File: src/rtl/if_id_pkg.sv
// Shared types and constants for the IF/ID skid stage.
package if_id_pkg;

    // Occupancy of the stage: no beat, one beat in main, or main plus skid.
    typedef enum logic [1:0] {
        EMPTY = 2'd0,
        ONE   = 2'd1,
        FULL  = 2'd2
    } state_t;

    localparam int DEFAULT_INSTR_W = 32;
    localparam int DEFAULT_PC_W    = 8;

    // All-zero word used as the bubble handed to decode.
    localparam logic [DEFAULT_INSTR_W-1:0] DEFAULT_NOP_INSTR = '0;

    // One buffered beat is {instr, pc}.
    function automatic int entry_width(input int instr_w, input int pc_w);
        return instr_w + pc_w;
    endfunction

    localparam int DEFAULT_ENTRY_W = entry_width(DEFAULT_INSTR_W, DEFAULT_PC_W);

endpackage

File: src/rtl/sat_counter.sv
// Unsigned up-counter that sticks at all-ones instead of wrapping.
module sat_counter #(
    parameter int WIDTH = 16
) (
    input  logic             clock,
    input  logic             reset,
    input  logic             clear,
    input  logic             inc,
    output logic [WIDTH-1:0] count
);

    // Count up on inc; stop once every bit is set; clear wins over inc.
    always_ff @(posedge clock or posedge reset) begin
        if (reset) begin
            count <= '0;
        end else if (clear) begin
            count <= '0;
        end else if (inc && (count != {WIDTH{1'b1}})) begin
            count <= count + {{(WIDTH-1){1'b0}}, 1'b1};
        end
    end

endmodule

File: src/rtl/if_id_skid_stage.sv
// IF/ID pipeline register with ready/valid on both sides, a one-beat skid
// entry, synchronous flush and a saturating stall-cycle counter.
module if_id_skid_stage
    import if_id_pkg::*;
#(
    parameter int                   INSTR_W     = DEFAULT_INSTR_W,
    parameter int                   PC_W        = DEFAULT_PC_W,
    parameter logic [INSTR_W-1:0]   NOP_INSTR   = INSTR_W'(DEFAULT_NOP_INSTR),
    parameter int                   STALL_CNT_W = 16
) (
    input  logic                   clock,
    input  logic                   reset,
    input  logic                   flush,
    input  logic                   in_valid,
    output logic                   in_ready,
    input  logic [INSTR_W-1:0]     instruction,
    input  logic [PC_W-1:0]        pcNext,
    output logic                   out_valid,
    input  logic                   out_ready,
    output logic [INSTR_W-1:0]     instructionOut,
    output logic [PC_W-1:0]        pcNextOut,
    output logic [STALL_CNT_W-1:0] stallCycles
);

    localparam int ENTRY_W = entry_width(INSTR_W, PC_W);

    state_t             state;
    state_t             state_next;
    logic [ENTRY_W-1:0] skid_entry;
    logic               accept;
    logic               consume;
    logic               load_main_in;
    logic               load_main_skid;
    logic               load_skid;

    assign out_valid = (state != EMPTY);
    assign accept    = in_valid & in_ready;
    assign consume   = out_valid & out_ready;

    // Occupancy register.
    always_ff @(posedge clock or posedge reset) begin
        if (reset) begin
            state <= EMPTY;
        end else begin
            state <= state_next;
        end
    end

    // Next occupancy and which entry gets loaded from where; flush overrides all.
    always_comb begin
        state_next     = state;
        load_main_in   = 1'b0;
        load_main_skid = 1'b0;
        load_skid      = 1'b0;
        if (flush) begin
            state_next = EMPTY;
        end else begin
            case (state)
                EMPTY: begin
                    if (accept) begin
                        load_main_in = 1'b1;
                        state_next   = ONE;
                    end
                end
                ONE: begin
                    if (consume && accept) begin
                        load_main_in = 1'b1;
                    end else if (consume) begin
                        state_next = EMPTY;
                    end else if (accept) begin
                        load_skid  = 1'b1;
                        state_next = FULL;
                    end
                end
                FULL: begin
                    if (consume) begin
                        load_main_skid = 1'b1;
                        state_next     = ONE;
                    end
                end
                default: begin
                    state_next = EMPTY;
                end
            endcase
        end
    end

    // Main entry, skid entry and registered in_ready; pcNextOut keeps its
    // value when the stage drains but takes the redirect PC on a flush.
    always_ff @(posedge clock or posedge reset) begin
        if (reset) begin
            instructionOut <= NOP_INSTR;
            pcNextOut      <= '0;
            skid_entry     <= '0;
            in_ready       <= 1'b1;
        end else begin
            if (flush) begin
                instructionOut <= NOP_INSTR;
                pcNextOut      <= pcNext;
            end else if (load_main_in) begin
                instructionOut <= instruction;
                pcNextOut      <= pcNext;
            end else if (load_main_skid) begin
                instructionOut <= skid_entry[ENTRY_W-1:PC_W];
                pcNextOut      <= skid_entry[PC_W-1:0];
            end else if (state_next == EMPTY) begin
                instructionOut <= NOP_INSTR;
            end
            if (load_skid) begin
                skid_entry <= {instruction, pcNext};
            end
            in_ready <= (state_next != FULL);
        end
    end

    sat_counter #(
        .WIDTH (STALL_CNT_W)
    ) u_stall_counter (
        .clock (clock),
        .reset (reset),
        .clear (1'b0),
        .inc   (out_valid & ~out_ready),
        .count (stallCycles)
    );

endmodule
File: config.mk
export PLATFORM = sky130hd
export DESIGN_NAME = if_id_skid_stage
export DESIGN_NICKNAME = d
export VERILOG_FILES = /design/src/rtl/if_id_pkg.sv /design/src/rtl/sat_counter.sv /design/src/rtl/if_id_skid_stage.sv
export SDC_FILE = /design/constraint.sdc
export NUM_CORES = 1
export LEC_CHECK = 0
export CORE_AREA = 5 5 135 137
export DETAILED_ROUTE_END_ITERATION = 10
export DIE_AREA = 0 0 140 142
export GPL_TIMING_DRIVEN = 1
export HOLD_SLACK_MARGIN = 0.05
export PLACE_DENSITY_LB_ADDON = 0.3
export SYNTH_ARGS = -nofsm -noshare
export SYNTH_HDL_FRONTEND = slang
export SYNTH_SLANG_ARGS = --single-unit
File: constraint.sdc
create_clock -name clock -period 8.4 [get_ports clock]
set_clock_uncertainty 0.15 [all_clocks]
set_input_delay 1.68 -clock clock [delete_from_list [all_inputs] [get_ports clock]]
set_output_delay 1.68 -clock clock [all_outputs]
set_load 0.1 [all_outputs]
======== Word-level counts from Yosys, hierarchy flattened ========
Index checks and enable logic that the tools add are counted.
storage, ports and cells
  output and inout bits ................... 58
  bits of input ports ..................... 45
  register bits after elaboration ......... 99
  logic and storage cells ................. 47
cells by class
  bitwise gates (word level) .............. 4
  add/sub/neg operators ................... 1
  equal/unequal tests ..................... 4
  reductions and logical operators ........ 7
  mux-type cells .......................... 25
operators with widths
  operator               number
  $mux 32                4
  $mux 8                 3
  $add 16x1->16 const B  1
  $ne 16x16->1 const B   1
  $mux 2                 6
  $mux 1                 10
  $pmux 2 s3             1
  $logic_not 2->1        2
  $reduce_bool 4->1      1
  $and 1x1->1            3
  $reduce_bool 3->1      1
  $eq 2x1->1 const B     1
  $eq 2x2->1 const B     1
  $logic_and 1x1->1      2
  $ne 2x2->1 const B     1
  $pmux 1 s2             1
  $reduce_bool 2->1      1
  $not 1->1              1

======== Depth between registers and ports, before layout ========
Gate-level depths: netlist of the first run.
  depth after elaboration ................. 11
  gate-level depth with buffers ........... 6
  gate-level depth less buffers ........... 5

======== Modules after synthesis ========
Synthesis of the first run repeated with hierarchy kept, for this count alone.
unflattened totals
  cells, all modules ...................... 346
  area total of the unflattened synthesis .. 4545.6 µm²
by module, submodules not included
  module            sequential area each (µm²)  area an instance (µm²)  cells an instance  times used
  if_id_skid_stage  2078.2                      3613.5                  245                1
  sat_counter       400.4                       932.1                   101                1

======== Worst setup path before layout of the first run ========
No wires, ideal clock.
  path kind ............................... input-to-reg
  start ................................... in in_valid
  end ..................................... reg pcNextOut[0]
  library setup time ...................... 0.127 ns
  path buffers ............................ 1
  stages .................................. 5
  data required time ...................... 8.123 ns
  data arrival time ....................... 2.739 ns
  setup slack ............................. 5.384 ns
  cell sequence ........................... nand2_1 -> o31a_4 -> and2_4 -> buf_6 -> a221o_1
on the way
  cells in the longest elaborated chain, start to end .. 7
  elaborated cells between the ends (all ways) .. 9
  classes of those cells .................. 6 x mux; 1 x bitwise; 2 x reduce/logical
ends and longest elaborated chain
  what                    line                     RTL
  start: declaration      if_id_skid_stage.sv:14   input logic in_valid,
  $and 1x1->1 (*)         if_id_skid_stage.sv:37   assign accept = in_valid & in_ready;
  $logic_and 1x1->1       if_id_skid_stage.sv:66   if (consume && accept) begin
  $mux 1                  if_id_skid_stage.sv:66
  $pmux 1 s2 (*)          if_id_skid_stage.sv:58   case (state)
  $mux 1 (*)              if_id_skid_stage.sv:55   if (flush) begin
  $mux 8                  if_id_skid_stage.sv:100  end else if (load_main_in) begin
  $mux 8                  if_id_skid_stage.sv:97   if (flush) begin
  end signal: assignment  if_id_skid_stage.sv:99   pcNextOut <= pcNext;
  end signal: assignment  if_id_skid_stage.sv:102  pcNextOut <= pcNext;
  end signal: assignment  if_id_skid_stage.sv:105  pcNextOut <= skid_entry[PC_W-1:0];
  end: declaration        if_id_skid_stage.sv:21   output logic [PC_W-1:0] pcNextOut,
Mark *: on every way between the ends. The rest lies on a longest branch, timed or not.
A chain may end at the register's enable or synchronous reset.

======== Worst setup path after layout of the first run ========
  start ................................... reg state[1]
  end ..................................... out out_valid
on the way
  cells in the longest elaborated chain, start to end .. 1
ends and longest elaborated chain
  what                      line                    RTL
  start: declaration        if_id_skid_stage.sv:27  state_t state;
  start signal: assignment  if_id_skid_stage.sv:45  state <= state_next;
  $reduce_bool 2->1         if_id_skid_stage.sv:36  assign out_valid = (state != EMPTY);
  end: declaration          if_id_skid_stage.sv:18  output logic out_valid,
Every way passes these cells.

==> results.toml, run 1 <==
[place]
post_place_instance_area_sq_um = 5390
place.detailed.hpwl_mm = 6.587
place.gp.congestion = 0.7236
portBuffers = 102
place_inst = 626

[worst_setup_path]
timing.critical_path.arrival_ps = 2200
timing.critical_path.slowest_cell_delay_ps = 1120
end_kind = "output port"
worst_setup_path_start_kind = "register"
worstSetupPathType = "register to output port"
worstPathMaxFanout = 9
critical-path-slowest-cell = "sky130_fd_sc_hd__clkdlybuf4s50_1"
r2r_setup_slack_ps = 5750
required_ps = 6570
crit_chain = "or2_2, clkdlybuf4s50_1"
crit_path_buffers_inverters = 1
worst_path_dominant_cell_family = "buffers and inverters"
worstReg2RegStart = "in_ready"
timing.critical_path.from = "state[1]"

[clock_tree]
cts-buffers-inserted = 9
postCtsSetupRepairBufs = 0
clock_pin_slew_reported_for_the_worst_setup_and_hold_paths_after_clock_tree_synthesis_ps = 70
count_of_instances_resized_after_the_clock_tree_is_built = 0
clock-root-buffer = "sky130_fd_sc_hd__clkbuf_16"
hold_buffers = 0
clock-sinks = 99
cts-htree-levels = 3
ctsLongestPathBuffers = 2
clkLatencyLatePin_ps = 340
clock_tree_from_tritoncts = "yes"

[logic_synthesis]
mappedNetlistNets = 361
synth_enable_flop_cells = 0
synthesis.yosys.warnings = 0
synth_cell_type_count = 40
synthArstFlopShare_pct = 100.0
synthCells = 315
register_bit_count_reported_by_yosys = 99
synthesis.area_sq_um = 4139
yosys_most_used_dff = "sky130_fd_sc_hd__dfrtp_1"
mean_instance_size_in_the_synthesized_netlist_sq_um = 13.14
synth_sequential_area_ratio_pct = 59.89

[power_and_ir_drop]
total_leakage_power_nw = 2.577
comb_power_share_pct = 27.3
power_spent_charging_and_discharging_nets_w = 0.0004797
cellPowerDensity_nw_per_um2 = 241.3
design_power_w = 0.001366
p_sw_share_pct = 35.12
power_report.internal_total_w = 0.0008863
vdd_drop_max_mv = 0.3213
power.share.sequential_pct = 44.9
clkPwrFrac_pct = 27.8

[route]
totalWireLength_mm = 10.17
drc_errors = 0
wire_per_inst_um = 15.84
vias = 2917
route.detailed.vias_per_inst = 4.544
ant_nets = 0
detail_route.iter0.violations = 296
dr.pass1.iters = 6

[floorplanning]
die_h_um = 142
core_region_area_sq_um = 16940
dieArea_sq_um = 19880
core.rowCount = 48
floorplan.io_pins = 103
initial_utilization_pct = 24.44
die_w_um = 140

[grt]
via_count_of_the_first_global_routing_pass = 3086
grt_pass1_wl_mm = 16.47
grt_util_all_layers_pct = 10.24
grt_overflow_total = 0
antenna_violations_before_repair = 0
maximum_number_of_pins_on_one_net_before_global_route_repair = 58

[sta]
max-slew-margin-rel_pct = 26.59
worst_slew_pin_slew_ps = 1099
hold_viol = 0
slew_viol_final = 0
post-route-min-period_ps = 4032
setup-tns-final_ps = 0
rsz_0062_raised_after_global_routing = "no"
setup_viol = 0
maxClockFrequency_mhz = 248.0
final_min_period_over_clock_period_pct = 48.00

[layout]
final_nets = 458
diodes = 0
areaGrowthSynthToFinish_pct = 36.76
mostFrequentLayoutCell = "sky130_fd_sc_hd__clkdlybuf4s50_1"
fraction_of_layout_instances_using_a_drive_strength_above_1_pct = 17.51
fin_area_sq_um = 5660
layout.core_utilization_pct = 33.42
most-common-layout-cells = "102 x sky130_fd_sc_hd__clkdlybuf4s50_1, 98 x sky130_fd_sc_hd__dfrtp_1, 41 x sky130_fd_sc_hd__mux2_2"
post_layout_nonfiller_instances = 642

[worst_hold_path]
hp-start = "u_stall_counter.count[15]"
worstHoldPathType = "register to register"

[flow_run]
max-cap-violations = 0

[status]
status = "finished clean"
synth_stat cells (all sizes together) (2+ instances only):
| cell type | number | area [sq um] |
|---|---|---|
| dfrtp | 98 | 2452 |
| mux2 | 41 | 461.7 |
| inv | 34 | 127.6 |
| a222oi | 31 | 310.3 |
| buf | 13 | 80.08 |
| xor2 | 12 | 105.1 |
| a221o | 8 | 80.08 |
| nor2 | 8 | 30.03 |
| nand2 | 7 | 26.28 |
| nor3 | 7 | 35.03 |
| clkbuf | 6 | 22.52 |
| nor4 | 6 | 50.04 |
| and2b | 5 | 37.54 |
| nand3 | 5 | 25.02 |
| xnor2 | 5 | 43.79 |
| nand4 | 4 | 25.02 |
| nor2b | 4 | 32.53 |
| a21oi | 2 | 10.01 |
| or2 | 2 | 12.51 |
final timing paths:
| kind | cells past startpoint | end |
|---|---|---|
| worst max-delay path | 2 | out_valid |
| worst min-delay path | 1 | u_stall_counter.count[15] |
| worst max register to register | 4 | skid_entry[17] |
| worst min register to register | 1 | u_stall_counter.count[15] |
| max in group asynchronous | 3 | u_stall_counter.count[1] |
| min in group asynchronous | 2 | instructionOut[9] |
layer usage:
metal | vias up | GRT usage (%) | wire length (um)
li1 | 1349 | - | -
met1 | 1495 | 13.32 | 4766
met2 | 68 | 16.33 | 4805
met3 | 5 | 3.562 | 503
met4 | 0 | 2.856 | 97
met5 | - | 0 | 0
metrics by stage:
stage	setup slack [ps]	hold WS (ps)
after global placement	4025	318.8
after detailed placement	4009	325.7
after global routing	4261	363.3
after floorplan	3981	324.0
after CTS	4341	345.2
final	4368	339.8
registers in the layout (all words and copies together), names as in the netlist:
name and flops:
skid_entry 40, instructionOut 32, u_stall_counter.count 16, pcNextOut 8, state 2, in_ready 1
area by class of cell:
class,instances,area (sq um)
fill,1734,11280
sequential,99,2479
multi-input combinational,163,1456
timing repair buffer,105,1044
clock inverter,7,45.04
tap,225,281.5
clock buffer,9,225.2
inverter,34,130.1
cell families (layout without fill, tap and decap cells):
family	count (synthesis)	after routing	synth area share (%)
AO/OA/AOI/OAI	45	45	10.58
XOR/XNOR	17	17	3.597
adder cells (fa/ha/maj)	1	1	0.3022
buffers and inverters	53	155	5.562
flip-flops	99	99	59.89
multiplexers	42	42	11.40
AND/OR/NAND/NOR	58	58	8.676
power groups by stage:
stage / combinational, W / clock (W) / sequential, W
5_1_grt: 0.000393 / 0.000414 / 0.000623
3_5_place_dp: 0.000377 / 0 / 0.000622
2_1_floorplan: 0.000111 / 0 / 0.000778
6_report: 0.000373 / 0.000380 / 0.000614
3_3_place_gp: 0.000370 / 0 / 0.000620
4_1_cts: 0.000378 / 0.000397 / 0.000614
No activity file was read; power rests on OpenSTA's default activity.
==> inputs of run 2 (changes only) <==
clock period = 3.5 ns   (was 8.4 ns; I/O delays follow)
==> results.toml, run 2 (synthesis gave the netlist of run 1 again) <==
[power_and_ir_drop]
power_report.internal_total_w = 0.002210
power.share.sequential_pct = 44.2
cellPowerDensity_nw_per_um2 = 596.2
comb_power_share_pct = 26.3
p_sw_share_pct = 33.75
clkPwrFrac_pct = 29.5
design_power_w = 0.003336
vdd_drop_max_mv = 0.5608
power_spent_charging_and_discharging_nets_w = 0.001126
total_leakage_power_nw = 2.726

[flow_run]
max-cap-violations = 0

[layout]
multi_input_comb_area_sq_um = 1456
final_nets = 461
fillerInstances = 1731
mostFrequentLayoutCell = "sky130_fd_sc_hd__dfrtp_1"
diodes = 0
layout.area.seq_sq_um = 2479
most-common-layout-cells = "98 x sky130_fd_sc_hd__dfrtp_1, 62 x sky130_fd_sc_hd__buf_4, 44 x sky130_fd_sc_hd__clkdlybuf4s50_1"
biggestRegsByFlops = "skid_entry: 40 flops, instructionOut: 32 flops, u_stall_counter.count: 16 flops"
largest_register_ffs = 40
areaGrowthSynthToFinish_pct = 35.19
regMostFlops = "skid_entry"
fraction_of_layout_instances_using_a_drive_strength_above_1_pct = 31.67
post_layout_nonfiller_instances = 645

[floorplanning]
core_region_area_sq_um = 16940
die_w_um = 140
die_h_um = 142
initial_utilization_pct = 24.44
floorplan.io_pins = 103
dieArea_sq_um = 19880
core.rowCount = 48

[worst_setup_path]
worst_setup_path_start_kind = "primary input"
r2r_cells = 4
end_kind = "register"
worstSetupPathType = "primary input to register"
required_ps = 3620
timing.critical_path.slowest_cell_delay_ps = 550
crit_chain = "clkdlybuf4s50_1, o21bai_1, or2_2, nor4b_2, xor2_1"
worstPathMaxFanout = 12
worstReg2RegStart = "state[1]"
timing.critical_path.arrival_ps = 2530
critical-path-slowest-cell = "sky130_fd_sc_hd__clkdlybuf4s50_1"
timing.critical_path.from = "out_ready"

[sta]
setup-tns-final_ps = 0
max-slew-margin-rel_pct = 48.47
setup_viol = 0
final_min_period_over_clock_period_pct = 68.89
maxClockFrequency_mhz = 414.7
rsz_0062_raised_after_global_routing = "no"
slew_viol_final = 0
worst_slew_pin_slew_ps = 771.3
post-route-min-period_ps = 2411
hold_viol = 0

[clock_tree]
postCtsSetupRepairBufs = 0
ctsLongestPathBuffers = 2
clkLatencyLatePin_ps = 340
clock_pin_slew_reported_for_the_worst_setup_and_hold_paths_after_clock_tree_synthesis_ps = 60
count_of_instances_resized_after_the_clock_tree_is_built = 0
cts-htree-levels = 3
hold_buffers = 0
clock-sinks = 99
clock_tree_from_tritoncts = "yes"
clock-root-buffer = "sky130_fd_sc_hd__clkbuf_16"
cts-buffers-inserted = 9

[route]
route.detailed.vias_per_inst = 4.530
dr.pass1.iters = 5
detail_route.iter0.violations = 225
totalWireLength_mm = 10.11
vias = 2922
drc_errors = 0
wire_per_inst_um = 15.68
ant_nets = 0

[worst_hold_path]
worstHoldPathType = "register to register"
hp-start = "instructionOut[0]"
hold_depth = 2

[grt]
grt_pass1_wl_mm = 16.09
maximum_number_of_pins_on_one_net_before_global_route_repair = 54
via_count_of_the_first_global_routing_pass = 3070
most_heavily_used_metal_layer_in_global_routing = "met2"
use_met1_pct = 12.54
grt.met3_usage_pct = 3.461
grt_util_all_layers_pct = 10.20
groute.layer.met2.usage_pct = 17.02
grt_overflow_total = 0
antenna_violations_before_repair = 0

[place]
portBuffers = 102
place_inst = 629
place.gp.congestion = 0.8013
place.detailed.hpwl_mm = 6.688

[status]
status = "finished clean"
[run 2: cell count changes in the layout (fill, tap and decap cells not counted), sizes merged]
cell           before  now
clkbuf              9   15
clkdlybuf4s50     102   44
clkinvlp            4    0
clkinv              3    1
buf                 3   64
[run 2: cell type report]
cell class	count	share of cell area, %
Clock buffer	15	5.322
Tap cell	225	5.031
Sequential cell	99	44.30
Timing Repair Buffer	108	16.91
Multi-Input combinational cell	163	26.03
Inverter	34	2.326
Clock inverter	1	0.08945
[run 2: routing by layer]
layer,share of wire (%),vias to the layer above
li1,-,1360
met3,5.6,11
met2,49,74
met1,44,1477
met4,1.2,0
met5,0,-
[run 2: worst paths after layout]
kind,slack [ps],end
worst min register to register,340,instructionOut[0]
min in group asynchronous,630,instructionOut[11]
max in group asynchronous,1810,in_ready
worst max-delay path,1090,u_stall_counter.count[14]
worst max register to register,1520,u_stall_counter.count[14]
worst min-delay path,340,instructionOut[0]
[run 2: stage by stage]
| stage | setup slack, ps | util, % | instance area, sq um | hold slack (ps) |
|---|---|---|---|---|
| 2_1_floorplan | 61.23 | - | 4139 | 324.0 |
| 3_5_place_dp | 734.1 | 31.25 | 5293 | 326.1 |
| 3_3_place_gp | 753.0 | 31.25 | 5293 | 322.0 |
| 6_report | 1089 | 33.04 | 5595 | 339.9 |
| 4_1_cts | 1100 | 33.04 | 5595 | 344.7 |
| 5_1_grt | 990.9 | 33.04 | 5595 | 363.4 |
[run 2: power by group through the flow]
stage          Combinational, W  Sequential (W)  Clock [W]
4_1_cts                0.000891         0.00148    0.00103
5_1_grt                0.000931         0.00150    0.00107
3_5_place_dp           0.000891         0.00150          0
3_3_place_gp           0.000873         0.00149          0
2_1_floorplan          0.000267         0.00187          0
6_report               0.000877         0.00148   0.000983
[run 2: worst max-delay path, delay by kind of cell]
kind	cells	cell delay, ps
and+or+nand+nor	2	710
xor gates and xnor gates	1	160
buffers and inverters	1	550
AOI/OAI and AO/OA	1	410
